### src/rtl/video_pkg.sv
// -----------------------------------------------------------------------------
// video_pkg
// Shared definitions for the tile-map video path.
//   - Raster timing constants: visible and total pixels per line, lines per frame.
//   - Tile-word field positions: char code, foreground colour, background colour.
//   - Tile-map geometry: 32 columns by 30 rows of 8x8 tiles.
//   - Prefetch window start and its phase offset.
//   - Helper that gives the line after a given line, wrapping at the frame end.
// -----------------------------------------------------------------------------
package video_pkg;

    // Raster timing
    localparam int H_DISPLAY = 256;
    localparam int H_TOTAL   = 309;
    localparam int V_DISPLAY = 240;
    localparam int V_TOTAL   = 262;

    // Tile-map geometry
    localparam int TILE_COLS = 32;
    localparam int TILE_ROWS = 30;

    // Tile RAM word layout (bits 11 and 15 are spare)
    localparam int CODE_LSB = 0;
    localparam int CODE_MSB = 7;
    localparam int FG_LSB   = 8;
    localparam int FG_MSB   = 10;
    localparam int BG_LSB   = 12;
    localparam int BG_MSB   = 14;

    // The column-0 prefetch occupies the last 8 clocks of every line.
    localparam logic [8:0] PREFETCH_START = 9'(H_TOTAL - 8);

    // H_TOTAL is not a multiple of 8, so hpos[2:0] is not 0 when the
    // prefetch window opens. This offset re-bases the phase inside that window.
    localparam logic [2:0] PREFETCH_PHASE = 3'(H_TOTAL - 8);

    // Attributes of the tile currently being fetched
    typedef struct packed {
        logic [7:0] code;
        logic [2:0] fg;
        logic [2:0] bg;
    } tile_attr_t;

    // Line that follows 'line', wrapping from the last line of the frame to 0
    function automatic logic [8:0] next_line(input logic [8:0] line);
        logic [8:0] result;
        if (line == 9'(V_TOTAL - 1)) begin
            result = 9'd0;
        end else begin
            result = line + 9'd1;
        end
        return result;
    endfunction

endpackage

### src/rtl/tile_shifter.sv
// -----------------------------------------------------------------------------
// tile_shifter
// Pixel serialiser for one 8-pixel tile row, plus the colour attributes of the
// tile currently on screen.
//   clk, reset  : pixel clock and asynchronous active-high reset
//   load        : when high, take load_bits/load_fg/load_bg on this edge.
//                 When low, shift the bitmap left by one pixel.
//   load_bits   : bitmap row of the next tile; bit 7 is the leftmost pixel
//   load_fg/bg  : colours of the next tile
//   pixel_bit   : current pixel, which is the shift register MSB
//   cur_fg/bg   : colours of the tile on screen
// -----------------------------------------------------------------------------
module tile_shifter (
    input  logic       clk,
    input  logic       reset,
    input  logic       load,
    input  logic [7:0] load_bits,
    input  logic [2:0] load_fg,
    input  logic [2:0] load_bg,
    output logic       pixel_bit,
    output logic [2:0] cur_fg,
    output logic [2:0] cur_bg
);

    logic [7:0] shift_q;
    logic [7:0] shift_d;
    logic [2:0] fg_q;
    logic [2:0] fg_d;
    logic [2:0] bg_q;
    logic [2:0] bg_d;

    // Next-state: load a fresh tile row, or shift out the next pixel
    always_comb begin
        shift_d = shift_q;
        fg_d    = fg_q;
        bg_d    = bg_q;
        if (load) begin
            shift_d = load_bits;
            fg_d    = load_fg;
            bg_d    = load_bg;
        end else begin
            shift_d = {shift_q[6:0], 1'b0};
        end
    end

    // State registers
    always_ff @(posedge clk or posedge reset) begin
        if (reset) begin
            shift_q <= 8'd0;
            fg_q    <= 3'd0;
            bg_q    <= 3'd0;
        end else begin
            shift_q <= shift_d;
            fg_q    <= fg_d;
            bg_q    <= bg_d;
        end
    end

    assign pixel_bit = shift_q[7];
    assign cur_fg    = fg_q;
    assign cur_bg    = bg_q;

endmodule

### src/rtl/tile_renderer.sv
// -----------------------------------------------------------------------------
// tile_renderer
// Tile-map pixel generator. It fetches the tile code and colours for column
// c+1 from the tile RAM, then the bitmap row from the character ROM. This
// happens during the 8 clocks in which column c is on screen. The renderer
// outputs one registered rgb pixel per clock.
//   clk, reset  : pixel clock and asynchronous active-high reset
//   hpos, vpos  : raster position from the sync generator
//   display_on  : visible-area qualifier
//   ram_addr    : tile RAM address {row[4:0], col[4:0]}. Data returns 1 clk later.
//   ram_rdata   : tile word [7:0] code, [10:8] fg, [14:12] bg
//   rom_addr    : char ROM address {code, line[2:0]}. Data returns 1 clk later.
//   rom_rdata   : bitmap row, with bit 7 as the leftmost pixel
//   rgb         : pixel for hpos=h, valid one clk after h is presented
// -----------------------------------------------------------------------------
module tile_renderer
    import video_pkg::*;
(
    input  logic        clk,
    input  logic        reset,
    input  logic [8:0]  hpos,
    input  logic [8:0]  vpos,
    input  logic        display_on,
    output logic [9:0]  ram_addr,
    input  logic [15:0] ram_rdata,
    output logic [10:0] rom_addr,
    input  logic [7:0]  rom_rdata,
    output logic [2:0]  rgb
);

    // Fetch target decode
    logic       fetch_window;
    logic       fetch_active;
    logic       in_prefetch;
    logic [4:0] fetch_col;
    logic [8:0] fetch_line;
    logic [2:0] phase;

    // Fetch pipeline registers
    logic [9:0]  ram_addr_q;
    logic [9:0]  ram_addr_d;
    logic [10:0] rom_addr_q;
    logic [10:0] rom_addr_d;
    tile_attr_t  next_attr_q;
    tile_attr_t  next_attr_d;
    logic [7:0]  next_bits_q;
    logic [7:0]  next_bits_d;

    // Output gating: the output stays 0 until a full column-0 prefetch
    // has been loaded after reset.
    logic primed_q;
    logic primed_d;

    logic [2:0] rgb_q;
    logic [2:0] rgb_d;

    // Shifter interface
    logic       shift_load;
    logic       pixel_bit;
    logic [2:0] cur_fg;
    logic [2:0] cur_bg;

    // Spare tile-word bits, kept only to document that they are ignored
    logic unused_tile_bits;
    assign unused_tile_bits = ram_rdata[15] ^ ram_rdata[11];

    // Select what to fetch at this raster position, and the pipeline phase
    always_comb begin
        fetch_window = 1'b0;
        in_prefetch  = 1'b0;
        fetch_col    = 5'd0;
        fetch_line   = vpos;
        phase        = hpos[2:0];
        if (hpos < 9'(H_DISPLAY)) begin
            // Column c is on screen, so fetch c+1. Tile 31 wraps to 0 and
            // that fetch is never shown.
            fetch_window = 1'b1;
            fetch_col    = hpos[7:3] + 5'd1;
            fetch_line   = vpos;
            phase        = hpos[2:0];
        end else if (hpos >= PREFETCH_START) begin
            // Column 0 of the next line. The phase is re-based so that
            // phase 7 falls on the last clock of the line.
            fetch_window = 1'b1;
            in_prefetch  = 1'b1;
            fetch_col    = 5'd0;
            fetch_line   = next_line(vpos);
            phase        = hpos[2:0] - PREFETCH_PHASE;
        end else begin
            fetch_window = 1'b0;
            in_prefetch  = 1'b0;
            fetch_col    = 5'd0;
            fetch_line   = vpos;
            phase        = hpos[2:0];
        end
    end

    // Lines outside the visible rows never fetch. This keeps tile RAM words
    // 960..1023 unaddressed, and blank lines leave the address registers alone.
    assign fetch_active = fetch_window && (fetch_line < 9'(V_DISPLAY));

    // Per-phase fetch pipeline: RAM address, tile word, ROM address, bitmap, load
    always_comb begin
        ram_addr_d  = ram_addr_q;
        rom_addr_d  = rom_addr_q;
        next_attr_d = next_attr_q;
        next_bits_d = next_bits_q;
        primed_d    = primed_q;
        shift_load  = 1'b0;
        if (fetch_active) begin
            case (phase)
                3'd0: begin
                    ram_addr_d = {fetch_line[7:3], fetch_col};
                end
                3'd2: begin
                    next_attr_d.code = ram_rdata[CODE_MSB:CODE_LSB];
                    next_attr_d.fg   = ram_rdata[FG_MSB:FG_LSB];
                    next_attr_d.bg   = ram_rdata[BG_MSB:BG_LSB];
                end
                3'd3: begin
                    rom_addr_d = {next_attr_q.code, fetch_line[2:0]};
                end
                3'd5: begin
                    next_bits_d = rom_rdata;
                end
                3'd7: begin
                    shift_load = 1'b1;
                    if (in_prefetch) begin
                        primed_d = 1'b1;
                    end else begin
                        primed_d = primed_q;
                    end
                end
                default: begin
                    shift_load = 1'b0;
                end
            endcase
        end else begin
            shift_load = 1'b0;
        end
    end

    // Pixel colour: foreground or background, blanked outside the visible area
    always_comb begin
        rgb_d = 3'd0;
        if (display_on && primed_q) begin
            if (pixel_bit) begin
                rgb_d = cur_fg;
            end else begin
                rgb_d = cur_bg;
            end
        end else begin
            rgb_d = 3'd0;
        end
    end

    // Fetch pipeline and output registers
    always_ff @(posedge clk or posedge reset) begin
        if (reset) begin
            ram_addr_q  <= 10'd0;
            rom_addr_q  <= 11'd0;
            next_attr_q <= '{code: 8'd0, fg: 3'd0, bg: 3'd0};
            next_bits_q <= 8'd0;
            primed_q    <= 1'b0;
            rgb_q       <= 3'd0;
        end else begin
            ram_addr_q  <= ram_addr_d;
            rom_addr_q  <= rom_addr_d;
            next_attr_q <= next_attr_d;
            next_bits_q <= next_bits_d;
            primed_q    <= primed_d;
            rgb_q       <= rgb_d;
        end
    end

    tile_shifter u_shifter (
        .clk       (clk),
        .reset     (reset),
        .load      (shift_load),
        .load_bits (next_bits_q),
        .load_fg   (next_attr_q.fg),
        .load_bg   (next_attr_q.bg),
        .pixel_bit (pixel_bit),
        .cur_fg    (cur_fg),
        .cur_bg    (cur_bg)
    );

    assign ram_addr = ram_addr_q;
    assign rom_addr = rom_addr_q;
    assign rgb      = rgb_q;

endmodule

### config.mk
export PLATFORM = sky130hd
export DESIGN_NAME = tile_renderer
export DESIGN_NICKNAME = d
export VERILOG_FILES = /design/src/rtl/video_pkg.sv /design/src/rtl/tile_shifter.sv /design/src/rtl/tile_renderer.sv
export SDC_FILE = /design/constraint.sdc
export NUM_CORES = 1
export LEC_CHECK = 0
export ABC_AREA = 1
export CORE_ASPECT_RATIO = 0.7
export CORE_MARGIN = 10
export CORE_UTILIZATION = 50
export CTS_BUF_LIST = sky130_fd_sc_hd__clkbuf_8
export CTS_CLUSTER_DIAMETER = 50
export DETAILED_ROUTE_END_ITERATION = 10
export PLACE_DENSITY_LB_ADDON = 0.05
export SLEW_MARGIN = 20
export SYNTH_ARGS = -nofsm -noshare
export SYNTH_HDL_FRONTEND = slang
export SYNTH_SLANG_ARGS = --single-unit
### constraint.sdc
create_clock -name clk -period 2.12 [get_ports clk]
set_input_delay 0.424 -clock clk [delete_from_list [all_inputs] [get_ports clk]]
set_output_delay 0.424 -clock clk [all_outputs]
set_load 0.05 [all_outputs]
* Word-level counts from Yosys, hierarchy flattened
Index checks and enable logic that the tools add are counted.
W data, S select, Z words.
** Storage, ports and cells
- Flip-flop bits (word level) :: 61
- Latch bits :: 0
- Memory bits (writable) :: 0
- ROM bits :: 0
- Input port bits :: 45
- Logic and storage cells :: 44
- Memories :: 0
** Operators by class
- Add/sub/neg operators :: 3
- Multipliers :: 0
- Divide/modulo/power cells :: 0
- Magnitude comparators :: 3
- Eq/ne operators :: 5
- Shift operators :: 0
- Multiplexer cells :: 14
- Bitwise operators :: 0
- Reduce and logical (&&, ||, !) cells :: 8
** Operators with widths (count)
- $mux W9 :: 3
- $mux W3 :: 4
- $add A9 B1 Y9 const B :: 1
- $eq A9 B9 Y1 const B :: 1
- $ge A9 B9 Y1 const B :: 1
- $lt A9 B8 Y1 const B :: 1
- $lt A9 B9 Y1 const B :: 1
- $mux W8 :: 1
- $reduce_and A2 Y1 :: 4
- $eq A3 B2 Y1 const B :: 2
- $eq A3 B3 Y1 const B :: 2
- $add A5 B1 Y5 const B :: 1
- $mux W1 :: 5
- $mux W5 :: 1
- $logic_not A3 Y1 :: 1
- $reduce_and A3 Y1 :: 1
- $sub A3 B3 Y3 const B :: 1
- $logic_and A1 B1 Y1 :: 2

* Logic depth before layout (Yosys ltp)
Gate-level depths: netlist of run 1.
- Depth in word-level cells :: 8
- Mapped depth :: 16
- Mapped depth without buffers :: 15

* Hierarchy
From an unflattened synthesis of run 1, not the netlist that was laid out.
** Second synthesis, totals
- Cells, all modules :: 405
- Area, all modules :: 3493.4 um^2
** By module, submodules not included
- tile_renderer :: instances 1, cells each 346, area each 2962.8 um^2, seq. area each 1176.1 um^2
- tile_shifter :: instances 1, cells each 59, area each 530.5 um^2, seq. area each 350.3 um^2

* Least setup slack after synthesis of run 1
Ideal clock, no wire load.
- Kind :: input to register
- Start :: input port hpos[4]
- End :: register ram_addr_q[0], in the netlist ram_addr[0]
- Data arrival time :: 1.828 ns
- Data required time :: 2.001 ns
- Path slack :: 0.173 ns
- Cell stages on the path :: 13
- Cell sequence :: inv_1 > ha_1 > nand2_1 > o21ai_2 > nand2_4 > nand2_8 > nand2_1 > nor2_2 > nor2_8 > buf_6 > buf_6 > nand4_1 > nand2_1
** Between the ends
- Cells in the longest elaborated chain, start to end :: 6
- Elaborated cells on any way between the ends :: 13
- Classes of those cells :: order compare (3); mux (7); reduce/logical (3)
** RTL lines
- start, declared :: line tile_renderer.sv:21 : input logic [8:0] hpos,
- $ge A9 B9 Y1 :: line tile_renderer.sv:81 : end else if (hpos >= PREFETCH_START) begin
- $mux W9 :: line tile_renderer.sv:81
- $mux W9 :: line tile_renderer.sv:74 : if (hpos < 9'(H_DISPLAY)) begin
- $lt A9 B8 Y1 :: line tile_renderer.sv:100 : assign fetch_active = fetch_window && (fetch_line < 9'(V_DISPLAY));
- $logic_and A1 B1 Y1 :: line tile_renderer.sv:100
- $reduce_and A2 Y1 (no line)
- end signal, assigned :: line tile_renderer.sv:167 : ram_addr_q <= ram_addr_d;
- end, declared :: line tile_renderer.sv:40 : logic [9:0] ram_addr_q;
Several ways; a longest one is shown, not always the timed one.
A chain may end at the register's enable or synchronous reset.

* Final worst setup path of run 1
- Start :: input port hpos[4]
- End :: register ram_addr_q[5], in the netlist ram_addr[5]
Same word-level chain as after synthesis.

==> flow_summary_export.csv, run 1 <==
group,metric,value,unit
outcome,run_status,"completed",
placed_design,gp_routability_congestion,0.846,
timing,final_hold_viol_count,0,
final_layout,antennaDiodeCount,0,
grt,grt_first_pass_wirelength,16.7,mm
drt,post_drt_wl_per_cell,18.0,um
pwr,clockPowerShare,0.216,
setup_path,critPathMostFrequentCell,"sky130_fd_sc_hd__nand2_1",
floorplan,x_dimension_of_the_die,117,um
clocking,tritoncts.num_buffers,9,
hold_path,worst_hold_path_type,"flip-flop to flip-flop",
setup_path,critPathSlowestCell,"sky130_fd_sc_hd__dlygate4sd2_1",
final_layout,final_layout_size_suffix_gt1_frac,0.282,
placed_design,place.detailed.hpwl,6.73,mm
setup_path,crit_path_max_fanout,8,
timing,max_freq,484,MHz
hold_path,hold_start,"u_shifter.shift_q[0]$_DFF_PP0_",
yosys,synthesis.area,0.00330,sq mm
timing,clock-skew-final,0.00630,ns
floorplan,initial_core_util,0.523,
final_layout,area_delta_synth_final,54.8,%
drt,first_iter_violations,321,
setup_path,crit_type,"input port to flip-flop",
timing,slew_headroom,0.654,
placed_design,placement.setup.worst_slack,-0.567,ns
yosys,yosys.area.top_type,"sky130_fd_sc_hd__dfrtp_1",
hold_path,hold_path_end,"u_shifter.shift_q[1]$_DFF_PP0_",
pwr,power.ir.vdd_worst,0.542,mV
flow_run,maxCapViolCount,0,
drt,antenna_left,0,
setup_path,regToRegSetupSlack,1.31,ns
clocking,cts.root.buffer_cell,"sky130_fd_sc_hd__clkbuf_8",
clocking,cts.path.max_buffers,2,
grt,global_route.overflow_total,0,
final_layout,final_net_count,597,
yosys,syn_inst,403,
clocking,cts_num_sinks,61,
setup_path,ordered_cell_list_for_the_critical_path,"dlygate4sd2_1 > inv_1 > ha_1 > nand2_1 > o21ai_2 > nand2_4 > nand2_8 > nand2_1 > nand2_1 > nand2_4 > nor2_1 > buf_4 > buf_6 > nand4_1 > nand2_1",
floorplan,std_cell_rows,24,
grt,antenna_found_initial,0,
drt,drcViolationCount,0,
pwr,power.total,0.00504,W
clocking,cts_htree_levels,3,
clocking,tritoncts_clock_tree,"built",
floorplan,floorplan.io_pins,69,
timing,finalCritPeriodShare,0.975,
final_layout,area.sequential,0.00153,sq mm
setup_path,r2r_cells,3,
yosys,ys.warnings.count,0,
drt,dr_total_vias,3582,
drt,wl,11.3,mm
timing,min_period,2.07,ns
pwr,power_switching_share,0.406,
hold_path,hold-path-cell-count,2,
clocking,clk_pin_slew_worst_paths,0.07,ns
pwr,pwr-share-seq,0.367,
grt,grt_start_max_net_pins,62,
yosys,synth.distinct_cells,28,
setup_path,worstSetupStartpointType,"input port",
yosys,syn_avg_cell_area,8.19,sq um
placed_design,port_buffers,66,
yosys,synth.net_count,454,
timing,worst_hold_slack,0.439,ns
setup_path,worst_r2r_endpoint,"rgb[0]$_DFF_PP0_",
floorplan,fp.dieH,88.0,um
setup_path,timing.rr.start,"u_shifter.shift_q[7]$_DFF_PP0_",
floorplan,placeableCoreArea,0.00631,sq mm
pwr,switchingPower,0.00205,W
pwr,power.share.combinational,0.418,
grt,grt_pass1_vias,3365,
setup_path,crit_required,2.39,ns
final_layout,fillers,390,
drt,avgViaCountPerCell,5.70,
yosys,post-synth-top-area-fraction,0.462,
setup_path,crit_arrival,2.34,ns
setup_path,crit_path_end_kind,"flip-flop",
yosys,yosysSeqAreaShare,0.462,
timing,finalMaxSlewViolations,0,
setup_path,max_stage_delay,0.25,ns
timing,setup_total_negative_slack,0,ns
yosys,synth-seq-cells,61,
timing,postLayoutSetupSlackWorst,0.0534,ns
final_layout,multi_input_area,0.00176,sq mm
clocking,clk_latency,0.33,ns
grt,grt.total_usage,0.205,
pwr,p_int,0.00299,W
timing,final_setup_violating_endpoints,0,
floorplan,die_area,0.0103,sq mm
pwr,power_leakage,2.63,nW
yosys,synthTopCellsByArea,"sky130_fd_sc_hd__dfrtp_1, sky130_fd_sc_hd__nand2_1, sky130_fd_sc_hd__nand4_1",
pwr,power.density,986,mW/mm^2
drt,dr.pass1.iters,5,
timing,tightestPinTransition,0.517,ns
final_layout,postLayoutCoreUtil,0.810,
## routing by layer
metal	global-route usage	vias to the layer above	share of wire
met5	0	-	0
met4	0.0604	0	0.026
met3	0.0512	41	0.10
met2	0.332	205	0.47
met1	0.266	1699	0.40
li1	-	1637	-
## power by group through the flow
stage / clock network, W / logic [W] / registers (W)
CTS: 0.00108 / 0.00203 / 0.00182
global placement: 0 / 0.00186 / 0.00183
detailed placement: 0 / 0.00190 / 0.00183
finish: 0.00109 / 0.00210 / 0.00185
global route: 0.00114 / 0.00225 / 0.00189
floorplan: 0 / 0.000572 / 0.00242
## cell usage after synthesis
library cell	instances
sky130_fd_sc_hd__a21oi_1	4
sky130_fd_sc_hd__buf_4	5
sky130_fd_sc_hd__ha_1	6
sky130_fd_sc_hd__o21ai_2	1
sky130_fd_sc_hd__nor2_8	1
sky130_fd_sc_hd__nand3_2	2
sky130_fd_sc_hd__xor2_1	5
sky130_fd_sc_hd__nor2_1	19
sky130_fd_sc_hd__inv_1	26
sky130_fd_sc_hd__buf_2	8
sky130_fd_sc_hd__inv_4	1
sky130_fd_sc_hd__o22ai_1	1
sky130_fd_sc_hd__dfrtp_1	61
sky130_fd_sc_hd__o21bai_1	1
sky130_fd_sc_hd__nand2_4	1
sky130_fd_sc_hd__o21ai_0	1
sky130_fd_sc_hd__nand3b_1	1
sky130_fd_sc_hd__nand2_8	1
sky130_fd_sc_hd__nand3_4	2
sky130_fd_sc_hd__xnor2_1	1
sky130_fd_sc_hd__buf_6	8
sky130_fd_sc_hd__nor2_2	4
sky130_fd_sc_hd__mux2i_1	1
sky130_fd_sc_hd__nand4_1	60
sky130_fd_sc_hd__nor2_4	2
sky130_fd_sc_hd__nand3_1	17
sky130_fd_sc_hd__nand2_1	158
sky130_fd_sc_hd__nand2_2	5
## how the worst max path moves through the flow
| stage | start | endpoint | slack (ns) |
|---|---|---|---|
| after CTS | hpos[8] | next_bits_q[0]$_DFFE_PP0P_ | 0.03 |
| after global routing | hpos[4] | ram_addr[5]$_DFFE_PP0P_ | -0.05 |
| final | hpos[4] | ram_addr[5]$_DFFE_PP0P_ | 0.05 |
| after floorplan | hpos[4] | ram_addr[0]$_DFFE_PP0P_ | 0.17 |
| after global placement | vpos[0] | u_shifter.shift_q[1]$_DFF_PP0_ | -0.46 |
| after detailed placement | hpos[1] | u_shifter.shift_q[6]$_DFF_PP0_ | -0.57 |
## cell usage in the layout (no fill, tap or decap), types with 5 or more instances in the layout
cell type and count:
sky130_fd_sc_hd__nand3_1 14, sky130_fd_sc_hd__xor2_1 5, sky130_fd_sc_hd__nand2_4 6, sky130_fd_sc_hd__clkdlybuf4s50_1 53
sky130_fd_sc_hd__nand2_2 20, sky130_fd_sc_hd__nand4_1 60, sky130_fd_sc_hd__inv_1 24, sky130_fd_sc_hd__buf_6 17
sky130_fd_sc_hd__dfrtp_1 61, sky130_fd_sc_hd__nor2_1 13, sky130_fd_sc_hd__nand2_1 139, sky130_fd_sc_hd__clkbuf_8 12
sky130_fd_sc_hd__dlymetal6s2s_1 7, sky130_fd_sc_hd__nand3_4 7, sky130_fd_sc_hd__buf_4 59, sky130_fd_sc_hd__nor2_4 10
## worst max-delay path: cells and delay by family
| kind | cells | cell delay [ns] |
|---|---|---|
| simple gates | 9 | 0.96 |
| buf+inv | 4 | 0.64 |
| compound gates | 1 | 0.15 |
| fa+ha+maj | 1 | 0.14 |
## final cells by class
class | count | share of cell area
Sequential cell | 61 | 0.299
Timing Repair Buffer | 147 | 0.276
Multi-Input combinational cell | 300 | 0.345
Clock inverter | 3 | 0.00857
Tap cell | 78 | 0.0191
Clock buffer | 12 | 0.0323
Inverter | 27 | 0.0208
## what timing repair did
item	in CTS	in global routing
setup buffers	16	6
hold buffers	0	0
gates cloned	7	1
hold endpoints to repair	0	0
endpoints found under the setup margin	58	57
gates resized for setup	55	35
pin swaps	23	22
## registers in the layout, indices dropped and copies added, names as in the netlist
register,flops
rom_addr,11
primed_q,1
u_shifter.shift_q,8
u_shifter.cur_bg,3
u_shifter.cur_fg,3
next_bits_q,8
rgb,3
ram_addr,10
next_attr_q,14
## metrics by stage
step / cells / instance area [sq um]
2_1_floorplan: 403 / 3300
3_3_place_gp: 584 / 4360
3_5_place_dp: 584 / 4360
4_1_cts: 622 / 4960
5_1_grt: 628 / 5110
6_report: 628 / 5110
## cells by family after synthesis
family / count (synthesis) / share of synthesized area
buffers and inverters: 48 / 0.0823
AO/OA/AOI/OAI: 8 / 0.0144
AND/OR/NAND/NOR: 273 / 0.399
flip-flops: 61 / 0.462
XOR/XNOR: 6 / 0.0159
multiplexers: 1 / 0.00303
adder cells (fa/ha/maj): 6 / 0.0227
Note: power is estimated with default switching activity, not from simulation.
==> run 2, diff against run 1 <==
--- a/config.mk
+++ b/config.mk
@@ -10,7 +10,6 @@
 export CORE_MARGIN = 10
 export CORE_UTILIZATION = 50
 export CTS_BUF_LIST = sky130_fd_sc_hd__clkbuf_8
-export CTS_CLUSTER_DIAMETER = 50
 export DETAILED_ROUTE_END_ITERATION = 10
 export PLACE_DENSITY_LB_ADDON = 0.05
 export SLEW_MARGIN = 20
==> constraint.sdc (replaced) <==
create_clock -name clk -period 1.94 [get_ports clk]
set_input_delay 0.388 -clock clk [delete_from_list [all_inputs] [get_ports clk]]
set_output_delay 0.388 -clock clk [all_outputs]
set_load 0.05 [all_outputs]
==> flow_summary_export.csv, run 2 (synthesized netlist as in run 1, its figures left out) <==
group,metric,value,unit
pwr,power.ir.vdd_worst,0.584,mV
timing,min_period,1.97,ns
setup_path,crit_path_end_kind,"flip-flop",
outcome,run_status,"finished, violations left",
floorplan,fp.dieH,88.0,um
timing,final_setup_violating_endpoints,3,
timing,postLayoutSetupSlackWorst,-0.0328,ns
setup_path,endpoint,"u_shifter.cur_fg[2]$_DFFE_PP0P_",
timing,finalMaxSlewViolations,0,
final_layout,final-instance-count-excl-fill,624,
clocking,tritoncts.num_buffers,9,
grt,antenna_found_initial,0,
grt,grt_pass1_vias,3325,
grt,grt_use_met1,0.269,
floorplan,floorplan.io_pins,69,
setup_path,crit_required,2.23,ns
timing,finalCritPeriodShare,1.02,
drt,first_iter_violations,400,
pwr,power.total,0.00553,W
setup_path,cp-startpoint,"hpos[1]",
clocking,tritoncts_clock_tree,"built",
grt,global_route.overflow_total,0,
floorplan,x_dimension_of_the_die,117,um
final_layout,antennaDiodeCount,0,
drt,avgViaCountPerCell,5.75,
timing,tightestPinTransition,0.522,ns
outcome,failing_checks,"negative setup slack",
floorplan,die_area,0.0103,sq mm
timing,final_hold_viol_count,0,
timing,clock-skew-final,0.00788,ns
timing,slew_headroom,0.651,
drt,dr_total_vias,3585,
clocking,cts_num_sinks,61,
placed_design,placement.setup.worst_slack,-0.711,ns
placed_design,gp_routability_congestion,0.850,
final_layout,fillers,367,
grt,gr-max-usage-layer,"met2",
grt,grt.total_usage,0.199,
clocking,number_of_hold_repair_buffers_added_at_the_cts_stage,0,
drt,dr.pass1.iters,5,
drt,post_drt_wl_per_cell,18.1,um
clocking,cts_htree_levels,3,
pwr,power.density,1070,mW/mm^2
final_layout,postLayoutCoreUtil,0.820,
final_layout,largest_register_ffs,14,
placed_design,place.detailed.hpwl,6.57,mm
final_layout,final_net_count,592,
drt,wl,11.3,mm
floorplan,initial_core_util,0.523,
final_layout,top_register_by_number_of_flip_flops,"next_attr_q",
final_layout,layout_common_cells,"sky130_fd_sc_hd__nand2_1, sky130_fd_sc_hd__buf_4, sky130_fd_sc_hd__dfrtp_1",
grt,grt_use_met3,0.0519,
setup_path,crit_type,"input port to flip-flop",
setup_path,crit_arrival,2.26,ns
final_layout,final_layout_size_suffix_gt1_frac,0.342,
setup_path,r2r_cells,3,
clocking,cts.root.buffer_cell,"sky130_fd_sc_hd__clkbuf_8",
drt,drcViolationCount,0,
timing,max_freq,507,MHz
setup_path,worstSetupStartpointType,"input port",
hold_path,worst_hold_path_type,"input port to async pin",
setup_path,crit_path_max_fanout,7,
floorplan,std_cell_rows,24,
setup_path,worst_r2r_endpoint,"rgb[2]$_DFF_PP0_",
setup_path,timing.rr.start,"u_shifter.shift_q[7]$_DFF_PP0_",
grt,grt_use_met2,0.308,
flow_run,maxCapViolCount,0,
clocking,cts.path.max_buffers,2,
drt,antenna_left,0,
placed_design,placed_cells_incl_taps,585,
grt,grt_first_pass_wirelength,16.2,mm
clocking,clk_pin_slew_worst_paths,0.07,ns
clocking,clk_latency,0.35,ns
setup_path,regToRegSetupSlack,1.10,ns
grt,grt_start_max_net_pins,62,
placed_design,port_buffers,66,
final_layout,final_common_cell,"sky130_fd_sc_hd__nand2_1",
final_layout,area_delta_synth_final,56.7,%
floorplan,placeableCoreArea,0.00631,sq mm
pwr,power_leakage,2.68,nW
run 2: changes by cell type in the layout (fill, tap and decap cells not counted), sizes merged:
| cell | previous run | this run |
|---|---|---|
| buf | 81 | 83 |
| clkdlybuf4s50 | 53 | 40 |
| clkinvlp | 0 | 1 |
| nand2 | 168 | 167 |
| clkdlybuf4s15 | 1 | 2 |
| clkbuf | 13 | 15 |
| inv | 26 | 29 |
| bufinv | 1 | 2 |
run 2: stage by stage:
| step | cell area [sq um] | TNS, ns | hold slack, ns |
|---|---|---|---|
| floorplan | 3300 | 0 | 0.418 |
| global placement | 4340 | -32.44 | 0.426 |
| detailed placement | 4340 | -36.60 | 0.430 |
| CTS | 4870 | 0 | 0.436 |
| global route | 5170 | -1.97 | 0.457 |
| finish | 5170 | -0.0409 | 0.416 |
run 2: timing repair:
| item | 4_1_cts | 5_1_grt |
|---|---|---|
| gates resized for setup | 66 | 80 |
| setup endpoints to repair | 58 | 61 |
| gates cloned | 7 | 2 |
| buffers inserted | 9 | 5 |
| pin swaps | 23 | 40 |
run 2: area by class of cell:
cell class | instances | area (sq um) | share of cell area
clock inverter | 7 | 90.1 | 0.0174
inverter | 27 | 109 | 0.0210
timing repair inverter | 1 | 5.00 | 0.000968
multi-input combinational | 299 | 1910 | 0.370
sequential | 61 | 1530 | 0.295
tap | 78 | 97.6 | 0.0189
clock buffer | 9 | 124 | 0.0239
timing repair buffer | 142 | 1310 | 0.253
run 2: worst min-delay path by stage:
stage,startpoint,endpoint,cells after the start
global route,reset,rgb[2]$_DFF_PP0_,3
global placement,u_shifter.shift_q[6]$_DFF_PP0_,u_shifter.shift_q[7]$_DFF_PP0_,2
floorplan,u_shifter.shift_q[0]$_DFF_PP0_,u_shifter.shift_q[1]$_DFF_PP0_,2
finish,reset,rom_addr[10]$_DFFE_PP0P_,3
detailed placement,u_shifter.shift_q[5]$_DFF_PP0_,u_shifter.shift_q[6]$_DFF_PP0_,2
CTS,reset,next_attr_q[13]$_DFFE_PP0P_,3
run 2: critical path, stage by stage:
cell and delay, ns:
sky130_fd_sc_hd__clkbuf_2 0.10, sky130_fd_sc_hd__inv_2 0.06, sky130_fd_sc_hd__ha_2 0.16, sky130_fd_sc_hd__inv_1 0.04, sky130_fd_sc_hd__nor2_1 0.08, sky130_fd_sc_hd__nand3_1 0.14, sky130_fd_sc_hd__nand2_4 0.14, sky130_fd_sc_hd__inv_8 0.06
sky130_fd_sc_hd__buf_4 0.13, sky130_fd_sc_hd__nand3_2 0.05, sky130_fd_sc_hd__nand2_2 0.07, sky130_fd_sc_hd__nor2_4 0.17, sky130_fd_sc_hd__nand2_4 0.15, sky130_fd_sc_hd__buf_6 0.17, sky130_fd_sc_hd__nand3_4 0.15, sky130_fd_sc_hd__nand2_1 0.10
sky130_fd_sc_hd__nand2_1 0.07
run 2: layer usage:
layer | routed length (um) | part of all wire
met1 | 4800 | 0.43
met2 | 5130 | 0.45
met3 | 1020 | 0.090
met4 | 333 | 0.030
met5 | 0 | 0
run 2: power breakdown:
group          leakage [nW]  internal (W)  switching, W
registers             0.789       0.00173      0.000295
logic                  1.78      0.000804       0.00146
clock network         0.111      0.000718      0.000519
==> run 3, diff against run 2 <==
--- a/config.mk
+++ b/config.mk
@@ -6,6 +6,7 @@
 export NUM_CORES = 1
 export LEC_CHECK = 0
 export ABC_AREA = 1
+export ABC_CLOCK_PERIOD_IN_PS = 1940
 export CORE_ASPECT_RATIO = 0.7
 export CORE_MARGIN = 10
 export CORE_UTILIZATION = 50
==> results of run 3 <==
Same layout as run 2: the final DEF is identical, and so are final timing and power.
